==> src/rtl/pc_seq_pkg.sv <==
// Shared types and default constants for the program-counter sequencer.
// State encoding, next-PC select codes and the default reset/exception vectors.
package pc_seq_pkg;

  typedef enum logic [1:0] {
    S_BOOT  = 2'd0,
    S_FETCH = 2'd1,
    S_WAIT  = 2'd2
  } state_t;

  typedef enum logic [2:0] {
    SEL_HOLD,
    SEL_INC,
    SEL_BR,
    SEL_JMP,
    SEL_EXC
  } pc_sel_t;

  localparam logic [31:0] DEF_RESET_VECTOR = 32'h0000_0000;
  localparam logic [31:0] DEF_EXC_VECTOR   = 32'h0000_0080;
  localparam int unsigned DEF_PC_STEP      = 4;

  function automatic logic is_misaligned(input logic [31:0] addr);
    return addr[1:0] != 2'b00;
  endfunction

endpackage

==> src/rtl/pc_sequencer_incr.sv <==
// Combinational PC incrementer; one adder feeds both PCPlus4 and the sequential next PC.
// Wraps modulo 2^32 with no carry out.
module pc_incr #(
  parameter int unsigned STEP = 4
) (
  input  logic [31:0] i_pc,
  output logic [31:0] o_pc_inc
);

  assign o_pc_inc = i_pc + 32'(STEP);

endmodule

==> src/rtl/pc_sequencer.sv <==
// Program counter owner: next-PC priority mux, fetch handshake FSM and EPC capture.
// Optional macro PC_MISALIGN_TRAP_EN turns misaligned branch/jump targets into exceptions.
module pc_sequencer
  import pc_seq_pkg::*;
#(
  parameter logic [31:0] RESET_VECTOR = DEF_RESET_VECTOR,
  parameter logic [31:0] EXC_VECTOR   = DEF_EXC_VECTOR,
  parameter int unsigned PC_STEP      = DEF_PC_STEP
) (
  input  logic        Clk,
  input  logic        Reset,
  input  logic        Stall,
  input  logic        BranchTaken,
  input  logic [31:0] BranchTarget,
  input  logic        JumpTaken,
  input  logic [31:0] JumpTarget,
  input  logic        ExcReq,
  input  logic        IMemReady,
  output logic        IMemReq,
  output logic [31:0] PC,
  output logic [31:0] PCPlus4,
  output logic        InstrValid,
`ifdef PC_MISALIGN_TRAP_EN
  output logic        MisalignFlag,
`endif
  output logic [31:0] EPC
);

  state_t      r_state;
  logic [31:0] r_pc;
  logic [31:0] r_epc;
  logic        r_misalign;

  pc_sel_t     w_sel;
  logic        w_active;
  logic        w_redirect;
  logic        w_misalign;
  logic        w_take_exc;
  logic [31:0] w_target;
  logic [31:0] w_pc_inc;
  logic [31:0] w_pc_next;
  logic [31:0] w_epc_next;

  pc_incr #(.STEP(PC_STEP)) u_incr (
    .i_pc     (r_pc),
    .o_pc_inc (w_pc_inc)
  );

  always_comb begin
    w_active   = (r_state != S_BOOT);
    w_redirect = w_active && (ExcReq || JumpTaken || BranchTaken);

    // Redirects outrank Stall; Stall outranks a completed fetch.
    w_sel = SEL_HOLD;
    if (w_active) begin
      if (ExcReq)                     w_sel = SEL_EXC;
      else if (JumpTaken)             w_sel = SEL_JMP;
      else if (BranchTaken)           w_sel = SEL_BR;
      else if (!Stall && IMemReady)   w_sel = SEL_INC;
    end

    w_target = (w_sel == SEL_JMP) ? JumpTarget : BranchTarget;

`ifdef PC_MISALIGN_TRAP_EN
    w_misalign = ((w_sel == SEL_JMP) || (w_sel == SEL_BR)) && is_misaligned(w_target);
`else
    w_misalign = 1'b0;
`endif

    w_take_exc = (w_sel == SEL_EXC) || w_misalign;
    w_epc_next = (w_sel == SEL_EXC) ? r_pc : w_target;

    case (w_sel)
      SEL_INC: w_pc_next = w_pc_inc;
      SEL_BR,
      SEL_JMP: w_pc_next = w_misalign ? EXC_VECTOR : w_target;
      SEL_EXC: w_pc_next = EXC_VECTOR;
      default: w_pc_next = r_pc;
    endcase

    // A redirect abandons the in-flight fetch, so no instruction is reported.
    IMemReq    = w_active && !Stall;
    InstrValid = IMemReq && IMemReady && !w_redirect;
  end

  always_ff @(posedge Clk or posedge Reset) begin
    if (Reset) begin
      r_state    <= S_BOOT;
      r_pc       <= RESET_VECTOR;
      r_epc      <= 32'h0000_0000;
      r_misalign <= 1'b0;
    end else begin
      r_pc       <= w_pc_next;
      r_misalign <= w_misalign;
      if (w_take_exc) r_epc <= w_epc_next;
      case (r_state)
        S_BOOT: r_state <= S_FETCH;
        default: begin
          if (w_redirect)     r_state <= S_FETCH;
          else if (Stall)     r_state <= r_state;
          else if (IMemReady) r_state <= S_FETCH;
          else                r_state <= S_WAIT;
        end
      endcase
    end
  end

  assign PC      = r_pc;
  assign PCPlus4 = w_pc_inc;
  assign EPC     = r_epc;

`ifdef PC_MISALIGN_TRAP_EN
  assign MisalignFlag = r_misalign;
`else
  logic w_unused;
  assign w_unused = r_misalign;
`endif

endmodule

==> config.mk <==
export PLATFORM = sky130hd
export DESIGN_NAME = pc_sequencer
export DESIGN_NICKNAME = d
export VERILOG_FILES = /design/src/rtl/pc_seq_pkg.sv /design/src/rtl/pc_sequencer_incr.sv /design/src/rtl/pc_sequencer.sv
export SDC_FILE = /design/constraint.sdc
export NUM_CORES = 1
export LEC_CHECK = 0
export BUFFER_PORTS_ARGS = -buffer_cell sky130_fd_sc_hd__buf_2
export CORE_MARGIN = 5
export CORE_UTILIZATION = 52
export DETAILED_ROUTE_END_ITERATION = 12
export PLACE_DENSITY = 0.95
export SETUP_SLACK_MARGIN = 0.02
export SYNTH_ARGS = -nofsm -noshare
export SYNTH_HDL_FRONTEND = slang
export SYNTH_SLANG_ARGS = --single-unit
==> constraint.sdc <==
create_clock -name Clk -period 4.9 [get_ports Clk]
set_input_delay 0.735 -clock Clk [delete_from_list [all_inputs] [get_ports Clk]]
set_output_delay 0.735 -clock Clk [all_outputs]
set_load 0.01 [all_outputs]
### Word level (Yosys, flattened, before mapping)

Cells that the tools add are included.

* $add $sub $neg: 1
* $mul: 0
* divide/modulo/power cells: 0
* magnitude comparators: 0
* eq/ne operators: 5
* shift-type cells: 0
* mux-type cells: 11
* bitwise logic cells: 0
* reduce and logical (&&, ||, !) cells: 13

Operators by type and width (count)
* 32-bit case mux with 3 select lines: 1
* 32-bit by 3-bit adder with 32-bit output (second input constant): 1
* 32-bit two-way mux: 1
* 2-bit two-way mux: 6
* 3-bit by 2-bit == test with 1-bit output (second input constant): 2
* 3-bit two-way mux: 2
* 1-bit logical AND: 5
* 3-bit by 1-bit == test with 1-bit output (second input constant): 1
* 3-bit == test (second input constant): 1
* 3-bit by 1-bit inequality test with 1-bit output (second input constant): 1
* 3-bit nonzero test: 1
* 1-bit logical NOT: 2
* 2-bit logical NOT: 1
* 1-bit logical OR: 2
* 2-bit nonzero test: 1
* 2-bit OR reduction: 1
* 1-bit two-way mux: 1

* register bits: 66
* bits in latches: 0
* memory bits (writable): 0
* ROM bits: 0
* bits of input ports: 71
* output and inout bits: 98
* word-level logic and storage cells: 33
* memories kept: 0

### Depth between registers and ports, before layout

* depth in word-level cells: 10
* gate-level depth with buffers: 7
* gate-level depth less buffers: 6

### Modules after synthesis

A second synthesis with hierarchy kept.

* cells, all modules: 354
* area, all modules: 3826.2 µm²

By module, submodules not included
* pc_sequencer: times used 1, cells each 271, area each 3245.6 µm², sequential area each 1651.6 µm²
* pc_incr: times used 1, cells each 83, area each 580.6 µm², sequential area each 0.0 µm²

### Worst setup path before layout

Ideal clock, no wire load.

* path type: register to output
* from: register r_pc[3] (netlist: PC[3])
* to: output PCPlus4[30]
* arrival: 1.970 ns
* required time: 4.165 ns
* slack: 2.195 ns
* cell stages (with the launch flop): 8
* buffers on the path: 1
* path through: dfrtp_1 > ha_1 > nand4_1 > or3_1 > buf_4 > nor2_1 > nand3_1 > xnor2_1

* longest elaborated chain between the ends: 1

Ends and longest elaborated chain
* from (decl): RTL line pc_sequencer.sv:30 `logic [31:0] r_pc;`
* from (signal assigned): RTL line pc_sequencer.sv:93 `r_pc <= w_pc_next;`
* 32-bit by 3-bit adder with 32-bit output: RTL line pc_sequencer_incr.sv:10 `assign o_pc_inc = i_pc + 32'(STEP);`
* to (decl): RTL line pc_sequencer.sv:21 `output logic [31:0] PCPlus4,`

No other way between the ends.

### Final worst setup path

Ends and elaborated chain as after synthesis.

==> flow_summary.html <==
<table>
<tr><th>Metric</th><th>Value</th></tr>
<tr><th colspan="2">Status</th></tr>
<tr><td>Outcome</td><td>completed</td></tr>
<tr><th colspan="2">Clock tree</th></tr>
<tr><td>Clock edge transition at the registers on the reported setup and hold paths</td><td>roughly 0.080 ns</td></tr>
<tr><td>CTS tree</td><td>yes</td></tr>
<tr><td>Post-CTS setup buffer count</td><td>0</td></tr>
<tr><td>Num CTS Buffers</td><td>9</td></tr>
<tr><td>Hold_buf cts</td><td>0</td></tr>
<tr><td>CTS root buf</td><td>sky130_fd_sc_hd__clkbuf_8</td></tr>
<tr><td>Number of gates given a new drive strength after cts</td><td>0</td></tr>
<tr><td>Clock latency of the later-clocked register in the worst-skew pair</td><td>~0.35 ns</td></tr>
<tr><td>Deepest level of the CTS H-tree</td><td>3</td></tr>
<tr><td>Clock net sink count</td><td>66</td></tr>
<tr><td>Number of buffers between clock root and the deepest sink</td><td>2</td></tr>
<tr><th colspan="2">Finish</th></tr>
<tr><td>Fraction of the core area covered by cells at the end of the flow</td><td>0.682</td></tr>
<tr><td># fillers</td><td>slightly below 600</td></tr>
<tr><td>Synth-to-Final Area Change</td><td>27.6%</td></tr>
<tr><td>Total area of multi-input combinational cells</td><td>2090 um^2</td></tr>
<tr><td>Diode count</td><td>0</td></tr>
<tr><td>Ratio of cells with drive above 1 in the final layout</td><td>0.417</td></tr>
<tr><td>Cell area after layout</td><td>approximately 5000 um^2</td></tr>
<tr><td>Highest-count cells in the layout ignoring fill and taps</td><td>sky130_fd_sc_hd__buf_2 (168), sky130_fd_sc_hd__dfrtp_1 (66), sky130_fd_sc_hd__nand2_1 (29)</td></tr>
<tr><td>Area taken by flip-flops and latches</td><td>about 1700 um^2</td></tr>
<tr><td>Net total in the final layout</td><td>around 620</td></tr>
<tr><td>Most common library cell in the layout ignoring fill and taps</td><td>sky130_fd_sc_hd__buf_2</td></tr>
<tr><th colspan="2">Global routing</th></tr>
<tr><td>Number of antenna violations at the first check in global routing</td><td>0</td></tr>
<tr><td>Wire length of the first global-routing pass</td><td>approximately 20000 um</td></tr>
<tr><td>Global route total overflow</td><td>0</td></tr>
<tr><td>Global routing usage summed across all routing layers</td><td>0.259</td></tr>
<tr><td>Number of global-route vias before repair</td><td>slightly below 4k</td></tr>
<tr><td>Pin count of the biggest net entering global routing</td><td>67</td></tr>
<tr><th colspan="2">Worst setup path</th></tr>
<tr><td>Critical path data arrival time</td><td>approximately 2.8 ns</td></tr>
<tr><td>Crit start category</td><td>flip-flop</td></tr>
<tr><td>Data required time at the worst endpoint</td><td>roughly 4.2 ns</td></tr>
<tr><td>Capturing element type of the critical path</td><td>output pin</td></tr>
<tr><td>Setup Crit Path Kind</td><td>reg -&gt; out</td></tr>
<tr><td>Peak fanout along the critical path</td><td>7</td></tr>
<tr><th colspan="2">Power and ir drop</th></tr>
<tr><td>Pint</td><td>between 900 and 1000 uW</td></tr>
<tr><td>Leakage</td><td>around 0.0026 uW</td></tr>
<tr><td>Max VDD drop</td><td>0.000162 V</td></tr>
<tr><td>Net switching fraction of the power</td><td>0.314</td></tr>
<tr><td>Logic pwr share</td><td>0.220</td></tr>
<tr><td>Reg power frac</td><td>0.451</td></tr>
<tr><td>Switch Pwr</td><td>about 450 uW</td></tr>
<tr><td>Clock power share</td><td>0.329</td></tr>
<tr><td>P per Cell Area</td><td>289 nW/um^2</td></tr>
<tr><th colspan="2">Die</th></tr>
<tr><td>IO Pins</td><td>between 150 and 200</td></tr>
<tr><td>Starting utilization of the core area</td><td>0.535</td></tr>
<tr><td>Placeable core region</td><td>7290 um^2</td></tr>
<tr><td>Die Y</td><td>just under 100 um</td></tr>
<tr><td>Width of the chip</td><td>a little under 100 um</td></tr>
<tr><td>Full die area</td><td>a little over 9000 um^2</td></tr>
<tr><td>Row Count</td><td>31</td></tr>
<tr><th colspan="2">Timing</th></tr>
<tr><td>Remaining max-slew budget at the tightest pin</td><td>0.198</td></tr>
<tr><td>Fin. max-slew vios</td><td>0</td></tr>
<tr><td>Post-route fraction of the period consumed by the critical path</td><td>0.717</td></tr>
<tr><td>TNS Setup</td><td>0 ns</td></tr>
<tr><td>Final worst path period need</td><td>about 3.5 ns</td></tr>
<tr><td>Fmax</td><td>~0.28 GHz</td></tr>
<tr><td>Final setup violating endpoints</td><td>0</td></tr>
<tr><td>Worst-margin pin slew</td><td>1.20 ns</td></tr>
<tr><td>Fin. Hold Viols</td><td>0</td></tr>
<tr><td>RSZ-0062 raised after global routing</td><td>no</td></tr>
<tr><td>Setup skew after layout</td><td>approximately 0.015 ns</td></tr>
<tr><th colspan="2">Route</th></tr>
<tr><td>Overall via count from detail_route</td><td>~3.8k</td></tr>
<tr><td>Wire length on met3</td><td>between 1000 and 1500 um</td></tr>
<tr><td>Met2 WL post-DR</td><td>5890 um</td></tr>
<tr><td>Post-DR vias/cell</td><td>roughly 5.8</td></tr>
<tr><td>Detail Route Antenna Nets</td><td>0</td></tr>
<tr><td>Highest metal used</td><td>met4</td></tr>
<tr><td>Wl on met1</td><td>just over 5000 um</td></tr>
<tr><td>Iteration-0 DRC count of the detailed router</td><td>between 200 and 300</td></tr>
<tr><td>Wire per inst</td><td>about 19 um</td></tr>
<tr><td>Post-route DRC</td><td>0</td></tr>
<tr><td>Pre-Repair DR Iteration Count</td><td>5</td></tr>
<tr><td>Sum of routed wire length over all layers</td><td>approximately 12000 um</td></tr>
<tr><th colspan="2">Synth</th></tr>
<tr><td>Average instance area after synthesis</td><td>9.92 um^2</td></tr>
<tr><td>Main flop type after synthesis</td><td>sky130_fd_sc_hd__dfrtp_1</td></tr>
<tr><td>Number of synthesized register bits</td><td>66</td></tr>
<tr><td>Sequential cell area fraction in the yosys report</td><td>0.423</td></tr>
<tr><td>Fraction of synthesized cell area taken by the top area cell type</td><td>0.423</td></tr>
<tr><td>Async S/R FF share, synth</td><td>1.00</td></tr>
<tr><td>Gate Count Post-Synth</td><td>393</td></tr>
<tr><td>Synth Net Count</td><td>~470</td></tr>
<tr><td>EDFF count, synth</td><td>0</td></tr>
<tr><td>Netlist cell types</td><td>47</td></tr>
<tr><td>Leading area contributor after synthesis</td><td>sky130_fd_sc_hd__dfrtp_1</td></tr>
<tr><td>Yosys warning count</td><td>0</td></tr>
<tr><td>Post-Synthesis Cell Area</td><td>between 3000 and 4000 um^2</td></tr>
<tr><td>Most area-consuming cells after synthesis</td><td>sky130_fd_sc_hd__dfrtp_1 (42%), sky130_fd_sc_hd__mux2_2 (7.5%), sky130_fd_sc_hd__xnor2_1 (6.3%)</td></tr>
<tr><th colspan="2">Placed design</th></tr>
<tr><td>Placed inst area</td><td>around 4800 um^2</td></tr>
<tr><td>Port-buffer cells</td><td>168</td></tr>
<tr><td>Half-perimeter wire length of the detailed placement result</td><td>about 9100 um</td></tr>
<tr><td>RD Place Congestion</td><td>0.908</td></tr>
<tr><th colspan="2">Worst hold path</th></tr>
<tr><td>Worst min-delay path category</td><td>reg -&gt; reg</td></tr>
<tr><th colspan="2">Job</th></tr>
<tr><td>Total of max-cap violations</td><td>0</td></tr>
</table>
## area by class of cell
cell class | instances | area share
Timing Repair Buffer | 171 | 0.174
Inverter | 11 | 0.00830
Tap cell | 99 | 0.0249
Clock buffer | 10 | 0.0277
Sequential cell | 66 | 0.332
Clock inverter | 6 | 0.0131
Multi-Input combinational cell | 288 | 0.421
## cells in the mapped netlist (2+ instances only)
| library cell | instances |
|---|---|
| sky130_fd_sc_hd__nor2_1 | 27 |
| sky130_fd_sc_hd__o2bb2a_1 | 2 |
| sky130_fd_sc_hd__mux2i_1 | 19 |
| sky130_fd_sc_hd__nand4_1 | 12 |
| sky130_fd_sc_hd__inv_1 | 11 |
| sky130_fd_sc_hd__o22ai_1 | 15 |
| sky130_fd_sc_hd__nand3_1 | 13 |
| sky130_fd_sc_hd__a21oi_1 | 5 |
| sky130_fd_sc_hd__o21ai_0 | 19 |
| sky130_fd_sc_hd__nor4_2 | 2 |
| sky130_fd_sc_hd__o21a_1 | 9 |
| sky130_fd_sc_hd__dfrtp_1 | 66 |
| sky130_fd_sc_hd__o22a_1 | 6 |
| sky130_fd_sc_hd__nand2b_1 | 2 |
| sky130_fd_sc_hd__a22o_1 | 3 |
| sky130_fd_sc_hd__and3_1 | 3 |
| sky130_fd_sc_hd__nor3_1 | 9 |
| sky130_fd_sc_hd__nor4_4 | 3 |
| sky130_fd_sc_hd__xor2_1 | 15 |
| sky130_fd_sc_hd__buf_4 | 3 |
| sky130_fd_sc_hd__mux2_2 | 26 |
| sky130_fd_sc_hd__buf_2 | 8 |
| sky130_fd_sc_hd__and2_1 | 2 |
| sky130_fd_sc_hd__a31oi_1 | 6 |
| sky130_fd_sc_hd__xnor2_1 | 28 |
| sky130_fd_sc_hd__nand2_1 | 29 |
| sky130_fd_sc_hd__and4_1 | 2 |
| sky130_fd_sc_hd__clkbuf_2 | 2 |
| sky130_fd_sc_hd__clkbuf_1 | 14 |
| sky130_fd_sc_hd__a22oi_1 | 9 |
| sky130_fd_sc_hd__or2_2 | 7 |
## critical path, cell delays in order (launching register included)
cell and delay [ns]:
sky130_fd_sc_hd__dfrtp_1 0.45, sky130_fd_sc_hd__ha_1 0.28, sky130_fd_sc_hd__nand4_1 0.22, sky130_fd_sc_hd__or3_1 0.63, sky130_fd_sc_hd__nor2_1 0.31, sky130_fd_sc_hd__nand3_1 0.16, sky130_fd_sc_hd__xnor2_1 0.20, sky130_fd_sc_hd__buf_2 0.16
## sequential cells by signal (all words and copies together) (netlist names)
signal	flops
EPC	32
PC	32
r_state	2
## cells by family (layout without fill, tap and decap cells)
kind of cell | count (synthesis) | count (layout) | synth area share
AO/OA/AOI/OAI | 82 | 82 | 0.142
buffers and inverters | 39 | 198 | 0.0436
flip-flops | 66 | 66 | 0.423
adder cells (fa/ha/maj) | 1 | 1 | 0.00321
AND/OR/NAND/NOR | 117 | 117 | 0.167
multiplexers | 45 | 45 | 0.124
XOR/XNOR | 43 | 43 | 0.0966
## power groups by stage
stage	combinational [uW]	sequential (uW)	clock, uW
floorplan	162	665	0
global placement	309	651	0
detailed placement	316	656	0
CTS	317	646	473
global route	343	654	501
finish	316	647	473
## path summary, 6_finish.rpt
path / startpoint / to / slack, ns / cells after the start
max reg2reg: PC[3]$_DFFE_PP0P_ / PC[30]$_DFFE_PP0P_ / 2.46 / 6
max: PC[3]$_DFFE_PP0P_ / PCPlus4[30] / 1.39 / 7
min: EPC[21]$_DFFE_PP0P_ / EPC[21]$_DFFE_PP0P_ / 0.50 / 2
min in group asynchronous: Reset / EPC[1]$_DFFE_PP0P_ / 0.63 / 3
min reg2reg: EPC[21]$_DFFE_PP0P_ / EPC[21]$_DFFE_PP0P_ / 0.50 / 2
max in group asynchronous: Reset / EPC[8]$_DFFE_PP0P_ / 3.71 / 3
## per-layer routing
metal / up-vias / GRT usage
met4: 0 / 0.0853
li1: 1726 / -
met2: 219 / 0.430
met1: 1802 / 0.329
met3: 28 / 0.0683
met5: - / 0
## stage by stage
stage	total power, uW	hold WS, ns	setup WS [ns]	instances
2_1_floorplan	827	0.479	2.19	393
3_3_place_gp	960	0.457	1.94	635
3_5_place_dp	972	0.477	1.78	635
4_1_cts	1440	0.495	1.41	651
5_1_grt	1500	0.514	1.23	651
6_report	1440	0.496	1.39	651
Note: power is estimated with default switching activity, not from simulation.
